## src/rtl/axis_wr_burst_master.sv

```systemverilog
`timescale 1ns/1ps
// Stream-to-memory write engine: turns AXI4-Stream beats into aligned AXI4 write bursts
// of a programmed byte count, tracks write responses and reports done/error.
//
// state  | meaning
// IDLE   | waiting for ctrl_start
// RUN    | issuing AW bursts, forwarding W beats, collecting B responses
// DONE   | single cycle with ctrl_done high
module axis_wr_burst_master #(
   parameter int C_M_AXI_ADDR_WIDTH = 64,
   parameter int C_M_AXI_DATA_WIDTH = 512,
   parameter int C_XFER_SIZE_WIDTH  = 32,
   parameter int C_BURST_LEN        = 64,
   parameter int C_MAX_OUTSTANDING  = 16
) (
   input  logic                              aclk,
   input  logic                              areset_n,
   input  logic                              ctrl_start,
   input  logic [C_M_AXI_ADDR_WIDTH-1:0]     ctrl_addr_offset,
   input  logic [C_XFER_SIZE_WIDTH-1:0]      ctrl_xfer_size_in_bytes,
   output logic                              ctrl_done,
   output logic                              ctrl_busy,
   output logic                              ctrl_err,
   input  logic                              s_axis_tvalid,
   output logic                              s_axis_tready,
   input  logic [C_M_AXI_DATA_WIDTH-1:0]     s_axis_tdata,
   output logic                              m_axi_awvalid,
   input  logic                              m_axi_awready,
   output logic [C_M_AXI_ADDR_WIDTH-1:0]     m_axi_awaddr,
   output logic [7:0]                        m_axi_awlen,
   output logic                              m_axi_wvalid,
   input  logic                              m_axi_wready,
   output logic [C_M_AXI_DATA_WIDTH-1:0]     m_axi_wdata,
   output logic [C_M_AXI_DATA_WIDTH/8-1:0]   m_axi_wstrb,
   output logic                              m_axi_wlast,
   input  logic                              m_axi_bvalid,
   output logic                              m_axi_bready,
   input  logic [1:0]                        m_axi_bresp
);

   localparam int AW         = C_M_AXI_ADDR_WIDTH;
   localparam int XW         = C_XFER_SIZE_WIDTH;
   localparam int BYTES      = C_M_AXI_DATA_WIDTH / 8;
   localparam int BYTE_SHIFT = $clog2(BYTES);
   localparam int BL_SHIFT   = $clog2(C_BURST_LEN);
   localparam int LW         = BL_SHIFT + 1;
   localparam int OW         = $clog2(C_MAX_OUTSTANDING + 1);

   localparam logic [AW-1:0] BURST_BYTES = AW'(C_BURST_LEN * BYTES);
   localparam logic [LW-1:0] BL_FULL     = LW'(C_BURST_LEN);
   localparam logic [OW-1:0] MAX_OUT     = OW'(C_MAX_OUTSTANDING);
   localparam logic [7:0]    FULL_AWLEN  = 8'(C_BURST_LEN - 1);

   typedef enum logic [1:0] {S_IDLE, S_RUN, S_DONE} state_t;

   state_t         state, state_nxt;
   logic [XW-1:0]  beats_calc, bursts_calc, n_bursts;
   logic [LW-1:0]  last_calc, last_len;
   logic [XW-1:0]  aw_cnt, aw_cnt_nxt;
   logic [XW-1:0]  w_burst, w_burst_nxt;
   logic [XW-1:0]  b_cnt, b_cnt_nxt;
   logic [LW-1:0]  w_beat, w_len;
   logic [OW-1:0]  outstanding, outstanding_nxt;
   logic           aw_hs, w_hs, b_hs;
   logic           start_ok, w_allowed, all_done;

   // Transfer geometry from the requested byte count: beats, bursts, last-burst length
   assign beats_calc  = (ctrl_xfer_size_in_bytes >> BYTE_SHIFT)
                      + XW'(|ctrl_xfer_size_in_bytes[BYTE_SHIFT-1:0]);
   assign bursts_calc = (beats_calc >> BL_SHIFT) + XW'(|beats_calc[BL_SHIFT-1:0]);
   assign last_calc   = (beats_calc[BL_SHIFT-1:0] == '0) ? BL_FULL
                                                          : {1'b0, beats_calc[BL_SHIFT-1:0]};

   assign aw_hs = m_axi_awvalid & m_axi_awready;
   assign w_hs  = m_axi_wvalid & m_axi_wready;
   assign b_hs  = (state == S_RUN) & m_axi_bvalid;

   assign aw_cnt_nxt  = aw_cnt + XW'(aw_hs);
   assign w_burst_nxt = w_burst + XW'(w_hs & m_axi_wlast);
   assign b_cnt_nxt   = b_cnt + XW'(b_hs);

   always_comb begin
      outstanding_nxt = outstanding;
      if (aw_hs && !b_hs)
         outstanding_nxt = outstanding + OW'(1);
      else if (!aw_hs && b_hs && outstanding != '0)
         outstanding_nxt = outstanding - OW'(1);
   end

   // Looking at next-cycle counts lets done follow the final handshake by one cycle
   assign all_done = (b_cnt_nxt == n_bursts) && (w_burst_nxt == n_bursts);

   always_ff @(posedge aclk or negedge areset_n) begin
      if (!areset_n)
         state <= S_IDLE;
      else
         state <= state_nxt;
   end

   always_comb begin
      state_nxt = state;
      case (state)
         S_IDLE:  if (ctrl_start) state_nxt = S_RUN;
         S_RUN:   if (all_done)   state_nxt = S_DONE;
         S_DONE:  state_nxt = S_IDLE;
         default: state_nxt = S_IDLE;
      endcase
   end

   always_comb begin
      start_ok  = (state == S_IDLE) & ctrl_start;
      ctrl_done = (state == S_DONE);
      ctrl_busy = (state != S_IDLE);
      w_allowed = (state == S_RUN) && (w_burst < aw_cnt);
   end

   assign w_len         = (w_burst == n_bursts - XW'(1)) ? last_len : BL_FULL;
   assign m_axi_wlast   = w_allowed & (w_beat == w_len - LW'(1));
   assign m_axi_wvalid  = s_axis_tvalid & w_allowed;
   assign s_axis_tready = m_axi_wready & w_allowed;
   assign m_axi_wdata   = s_axis_tdata;
   assign m_axi_wstrb   = '1;
   assign m_axi_bready  = 1'b1;

   always_ff @(posedge aclk or negedge areset_n) begin
      if (!areset_n) begin
         n_bursts      <= '0;
         last_len      <= '0;
         aw_cnt        <= '0;
         w_burst       <= '0;
         w_beat        <= '0;
         b_cnt         <= '0;
         outstanding   <= '0;
         ctrl_err      <= 1'b0;
         m_axi_awvalid <= 1'b0;
         m_axi_awaddr  <= '0;
         m_axi_awlen   <= '0;
      end else if (start_ok) begin
         n_bursts      <= bursts_calc;
         last_len      <= last_calc;
         aw_cnt        <= '0;
         w_burst       <= '0;
         w_beat        <= '0;
         b_cnt         <= '0;
         outstanding   <= '0;
         ctrl_err      <= 1'b0;
         m_axi_awaddr  <= ctrl_addr_offset;
         m_axi_awlen   <= (bursts_calc == XW'(1)) ? 8'(last_calc - LW'(1)) : FULL_AWLEN;
         m_axi_awvalid <= (bursts_calc != '0);
      end else if (state == S_RUN) begin
         aw_cnt      <= aw_cnt_nxt;
         w_burst     <= w_burst_nxt;
         b_cnt       <= b_cnt_nxt;
         outstanding <= outstanding_nxt;
         if (w_hs)
            w_beat <= m_axi_wlast ? '0 : w_beat + LW'(1);
         if (b_hs && m_axi_bresp != 2'b00)
            ctrl_err <= 1'b1;
         // Address/length advance only on acceptance, so they stay stable while stalled
         if (aw_hs) begin
            m_axi_awaddr <= m_axi_awaddr + BURST_BYTES;
            m_axi_awlen  <= (aw_cnt_nxt == n_bursts - XW'(1)) ? 8'(last_len - LW'(1))
                                                              : FULL_AWLEN;
         end
         m_axi_awvalid <= (aw_cnt_nxt < n_bursts) && (outstanding_nxt < MAX_OUT);
      end else begin
         m_axi_awvalid <= 1'b0;
      end
   end

endmodule

```

## config.mk

```make
export PLATFORM = sky130hd
export DESIGN_NAME = axis_wr_burst_master
export DESIGN_NICKNAME = d
export VERILOG_FILES = /design/src/rtl/axis_wr_burst_master.sv
export SDC_FILE = /design/constraint.sdc
export NUM_CORES = 1
export LEC_CHECK = 0
export ABC_AREA = 1
export CORE_AREA = 2 2 494 496
export CTS_BUF_LIST = sky130_fd_sc_hd__clkbuf_16
export CTS_CLUSTER_DIAMETER = 60
export DETAILED_ROUTE_END_ITERATION = 6
export DIE_AREA = 0 0 496 498
export RECOVER_POWER = 50
export SLEW_MARGIN = 20
export SYNTH_ARGS = -nofsm -noshare
export SYNTH_HDL_FRONTEND = slang
export SYNTH_SLANG_ARGS = --single-unit
```

## constraint.sdc

```tcl
create_clock -name aclk -period 8.2 [get_ports aclk]
set_clock_uncertainty 0.1 [all_clocks]
set_input_delay 1.64 -clock aclk [delete_from_list [all_inputs] [get_ports aclk]]
set_output_delay 1.64 -clock aclk [all_outputs]
set_load 0.005 [all_outputs]
```

Word level (Yosys, flattened, before mapping)
Cells that the tools add are included.
- add/subtract/negate cells: 13
- $mul: 0
- divide/modulo/power cells: 0
- magnitude comparators: 3
- equality and inequality tests: 10
- shift operators: 0
- muxes and demuxes: 32
- bitwise logic cells: 8
- reductions and logical operators: 25
- operators by type and width (kind ; count):
    32-bit 2-to-1 mux ; 6
    64-bit 2-to-1 mux ; 3
    32-bit equality test ; 4
    32-bit by 1-bit adder with 32-bit output ; 3
    64-bit by 13-bit adder with 64-bit output (second input constant) ; 1
    32-bit less-than comparator ; 2
    7-bit 2-to-1 mux ; 6
    8-bit 2-to-1 mux ; 5
    32-bit nonzero test ; 1
    32-bit by 1-bit subtractor with 32-bit output (second input constant) ; 1
    26-bit by 1-bit adder with 27-bit output ; 1
    21-bit by 1-bit adder with 22-bit output ; 1
    22-bit by 1-bit equality test with 1-bit output (second input constant) ; 1
    5-bit 2-to-1 mux ; 4
    7-bit by 1-bit subtractor with 8-bit output (second input constant) ; 2
    2-bit nonzero test ; 6
    6-bit OR reduction ; 2
    1-bit bitwise AND ; 8
    2-bit AND reduction ; 4
    7-bit by 1-bit adder with 7-bit output (second input constant) ; 1
    7-bit equality test ; 1
    1-bit logical AND ; 7
    7-bit by 1-bit subtractor with 7-bit output (second input constant) ; 1
    6-bit logical NOT ; 1
    other kinds (12) ; 19
- register bits: 223
- bits in latches: 0
- bits in writable memories: 0
- bits in read-only memories: 0
- bits of input ports: 617
- output and inout bits: 656
- memories kept: 0

Depth between registers and ports, before layout
- depth in word-level cells: 12
- gate-level depth with buffers: 46
- depth with buffers taken out: 45

Worst setup path after synthesis
OpenSTA, ideal clock, no wires.
- path kind: reg-to-reg
- from: register n_bursts[0]
- to: register state[0]
- setup time: 130 ps
- arrival: 5147 ps
- data required time: 7970 ps
- slack: 2824 ps
- stages on the path, launching flop included: 41
- buffers on the path: 1
- period minus slack after synthesis: 5376 ps
- cells stage by stage: dfrtp_1 inv_2 ha_1 nand2_4 nor2_4 buf_6 nand2_1 nand3_1 and2_1 o21ai_1 nor2_1 nand2_1 nor3_1 and2_1 nand2_1 ha_1 xor2_1 nand4_1 [5 not listed] ha_1 ha_1 nand4_1 nor2_1 nand3_1 nor3_2 nand2_1 nor3_2 nand2_1 xor2_1 nor2_1 nand2_1 nor2_1 nand3_1 nor2_1 nand2_1 nand2_1 nand2_1
- longest elaborated chain between the ends: 12
- elaborated cells on any way between the ends: 13
- classes of those cells: add/sub (3); eq/ne (5); mux (1); bitwise (2); reduce/logical (2)
- RTL lines (what ; line ; text):
    start: declaration ; 57 ; logic [XW-1:0] beats_calc, bursts_calc, n_bursts;
    start signal: assignment ; 139 ; n_bursts <= bursts_calc;
    32-bit by 1-bit subtractor with 32-bit output ; 117 ; assign w_len = (w_burst == n_bursts - XW'(1)) ? last_len : BL_FULL;
    32-bit equality test ; 117 ;
    7-bit 2-to-1 mux ; 117 ;
    7-bit by 1-bit subtractor with 7-bit output ; 118 ; assign m_axi_wlast = w_allowed & (w_beat == w_len - LW'(1));
    7-bit equality test ; 118 ;
    1-bit bitwise AND ; 118 ;
    1-bit bitwise AND ; 79 ; assign w_burst_nxt = w_burst + XW'(w_hs & m_axi_wlast);
    32-bit by 1-bit adder with 32-bit output ; 79 ;
    32-bit equality test ; 91 ; assign all_done = (b_cnt_nxt == n_bursts) && (w_burst_nxt == n_bursts);
    1-bit logical AND (*) ; 91 ;
    2-bit != test (no line) (*) ; n/a ;
    2-bit AND reduction (no line) (*) ; n/a ;
    end signal: assignment ; 97 ; state <= state_nxt;
    end: declaration ; 56 ; state_t state, state_nxt;
Every way passes the cells marked *; elsewhere a longest branch is shown, timed or not.
A chain may end at the register's enable or synchronous reset.

Worst setup path in the final report
Ends and elaborated chain as after synthesis.

==> summary.md <==
| Metric | Value |
|---|---|
| Worst setup EP type | `flop` |
| Fin crit share | `0.883` |
| Pin count of the biggest net entering global routing | `122` |
| Pwr Density | `255 nW/um^2` |
| CTS resizes | `0` |
| Area share of the largest cell type after synthesis | `0.245` |
| Layout Cells excl Fill | `5997` |
| DP Area | `23400 um^2` |
| Worst hold path class | `reg -> reg` |
| Layout cells sized above 1 | `0.0502` |
| DR vias/cell | `3.26` |
| Minimum clock period | `7.24 ns` |
| Top delay family on crit path | `simple AND/OR/NAND/NOR gates` |
| Max cap viols | `5` |
| Synth area leader | `dfrtp_1` |
| Place WS | `1.15 ns` |
| Row cnt | `181` |
| Wirelength, routed | `165 mm` |
| Max-slew violations | `208` |
| Netlist cell types | `50` |
| Post-synthesis cell area | `21700 um^2` |
| Clk sinks | `213` |
| Max stage delay on crit path | `0.46 ns` |
| Core region area | `242000 um^2` |
| Top_reg_cell synth | `dfrtp_1` |
| Die Span Y | `498 um` |
| Drt wl/cell | `27.5 um` |
| CP Class | `reg -> reg` |
| Vias | `19600` |
| Met2 wire len | `68.5 mm` |
| Drt pass-1 iters | `7` |
| Antenna Nets Post-Route | `0` |
| Initial DRC count | `2015` |
| Total track usage | `0.128` |
| Antenna violations before repair | `17` |
| Ports | `1273` |
| Synth async-reset ratio | `1.00` |
| Gate Count Post-Synth | `3109` |
| Die area | `247000 um^2` |
| Syn avg cell area | `6.99 um^2` |
| Final Hold Viols | `0` |
| Worst-path clk slew | `0.07 ns` |
| CTS root buf | `clkbuf_16` |
| Crit path max fanout | `11` |
| Crit start category | `flop` |
| I/O Buffers | `183` |
| Hold_ws | `0.374 ns` |
| Total gr overflow | `0` |
| Vias in the first global route | `18400` |
| Req. time, crit path | `8.63 ns` |
| RSZ-0062 raised after global routing | `false` |
| CTS Hold Bufs | `0` |
| Routability cong. | `0.946` |
| P_leak | `9.50 nW` |
| Setup Viol. Count Final | `0` |
| Part of the Yosys area used for sequential elements | `0.245` |
| Flops & latches, synth | `213` |
| CTS tree | `yes` |
| # nets final | `3454` |
| Max Fclk | `138 MHz` |
| Yosys warns | `0` |
| First-pass GRT wire length | `206 mm` |
| CP max-delay cell | `dfrtp_1` |
| TritonCTS Buffers | `31` |
| Number of cells after detailed placement | `5935` |
| Initial Utilization | `0.0898` |
| EDFF count, synth | `0` |
| Most numerous cell in the Yosys netlist | `nand2_1` |
| Slew @ Worst Pin | `3.53 ns` |
| Detailed Place HPWL | `147 mm` |
| Setup TNS | `0 ns` |
| Fin util | `0.101` |
| Worst skew pair latency | `0.66 ns` |
| VDD IR max | `0.223 mV` |
| H-tree levels | `1` |
| Top Layer Used | `met5` |
| Clk buf depth | `3` |
| Worst path arrival time | `7.67 ns` |
| Final WS setup | `0.958 ns` |
| Layout area overhead | `12.2%` |
| Remaining DRCs | `4` |
| Die width | `496 um` |
| Final Total Pwr | `6.22 mW` |
| Metal-1 WL | `38.2 mm` |
| Failing checks | `DRC, capacitance limit, slew limit` |
| Synth cell count leaders | `nand2_1 (612), buf_4 (579), inv_1 (321)` |
| Final Cell Area | `24400 um^2` |
| Max_slew headroom | `-1.35` |
| Total setup buffers inserted after CTS | `0` |
| Outcome | `complete, but fails checks` |
| Cells taking the most area after synthesis | `dfrtp_1 (25%), buf_4 (20%), nand2_1 (11%)` |
| Routed wl met3 | `50.9 mm` |
| Most used cell, CP | `nand2_1` |
| Buffer and inverter count on the worst path | `1` |
[final timing paths]
| kind | startpoint | end | slack, ns | cells past startpoint |
|---|---|---|---|---|
| min in group asynchronous | areset_n | ctrl_err | 2.01 | 1 |
| worst min-delay path | m_axi_awaddr[5] | m_axi_awaddr[5] | 0.37 | 2 |
| max in group asynchronous | areset_n | m_axi_awaddr[43] | 2.03 | 2 |
| worst max register to register | n_bursts[0] | state[0] | 0.96 | 38 |
| worst max-delay path | n_bursts[0] | state[0] | 0.96 | 38 |
| worst min register to register | m_axi_awaddr[5] | m_axi_awaddr[5] | 0.37 | 2 |
[routing by layer]
metal,up-vias,track usage
li1,8745,-
met1,8901,0.0912
met2,1598,0.188
met3,298,0.176
met4,12,0.0443
met5,-,0.0192
[cell usage in the layout (no fill, tap or decap), types with 6 or more instances in the layout]
cell               n
a21oi_1           48
buf_4              8
clkbuf_16         31
clkdlybuf4s50_1  147
clkinv_1           9
conb_1            65
dfrtp_1          213
diode_2            6
dlygate4sd3_1     35
ha_1              71
inv_1            324
inv_2             10
nand2_1          609
nand2_2           10
nand2_4            7
nand3_1          187
nand3_2            9
nand3b_1          10
nand4_1           63
nor2_1           256
nor2_2            15
nor2_4            12
nor3_1            75
nor3_2             8
nor4_1            31
o211ai_1          16
o21ai_0          141
o21ai_1            8
o22ai_1           99
xnor2_1           20
xor2_1           187
[cell families after synthesis]
kind of cell	after synthesis	synth area share
other cells	1	0.000173
fa+ha+maj	71	0.0409
compound gates	334	0.0872
buf+inv	971	0.269
flops	213	0.245
xor+xnor	209	0.0850
simple gates	1310	0.273
[worst min-delay path: stages, from the launching register on]
cell	delay [ns]
dfrtp_1	0.34
nand2_1	0.05
nand2_1	0.05
[where the power goes]
part / internal, mW / leakage, nW / total, mW / switching [mW]
sequential: 1.39 / 2.77 / 1.86 / 0.467
clock: 0.792 / 0.518 / 1.42 / 0.624
combinational: 1.11 / 6.21 / 2.95 / 1.84
[registers in the layout, summed over array words and instances (netlist names)]
register       count
outstanding        5
last_len           7
m_axi_awvalid      1
b_cnt             32
w_beat             7
state              2
aw_cnt            32
m_axi_awaddr      64
w_burst           32
n_bursts          22
ctrl_err           1
m_axi_awlen        8
[cell type report]
type | instances | area [um^2]
diodes | 6 | 15.0
clock buffers | 31 | 776
clock inverters | 25 | 245
fillers | 28400 | 218000
inverters | 335 | 1260
multi-input cells | 1989 | 10800
flip-flops and latches | 213 | 5330
well taps | 3202 | 4010
repair buffers | 196 | 1920
No activity file was read; power rests on OpenSTA's default activity.
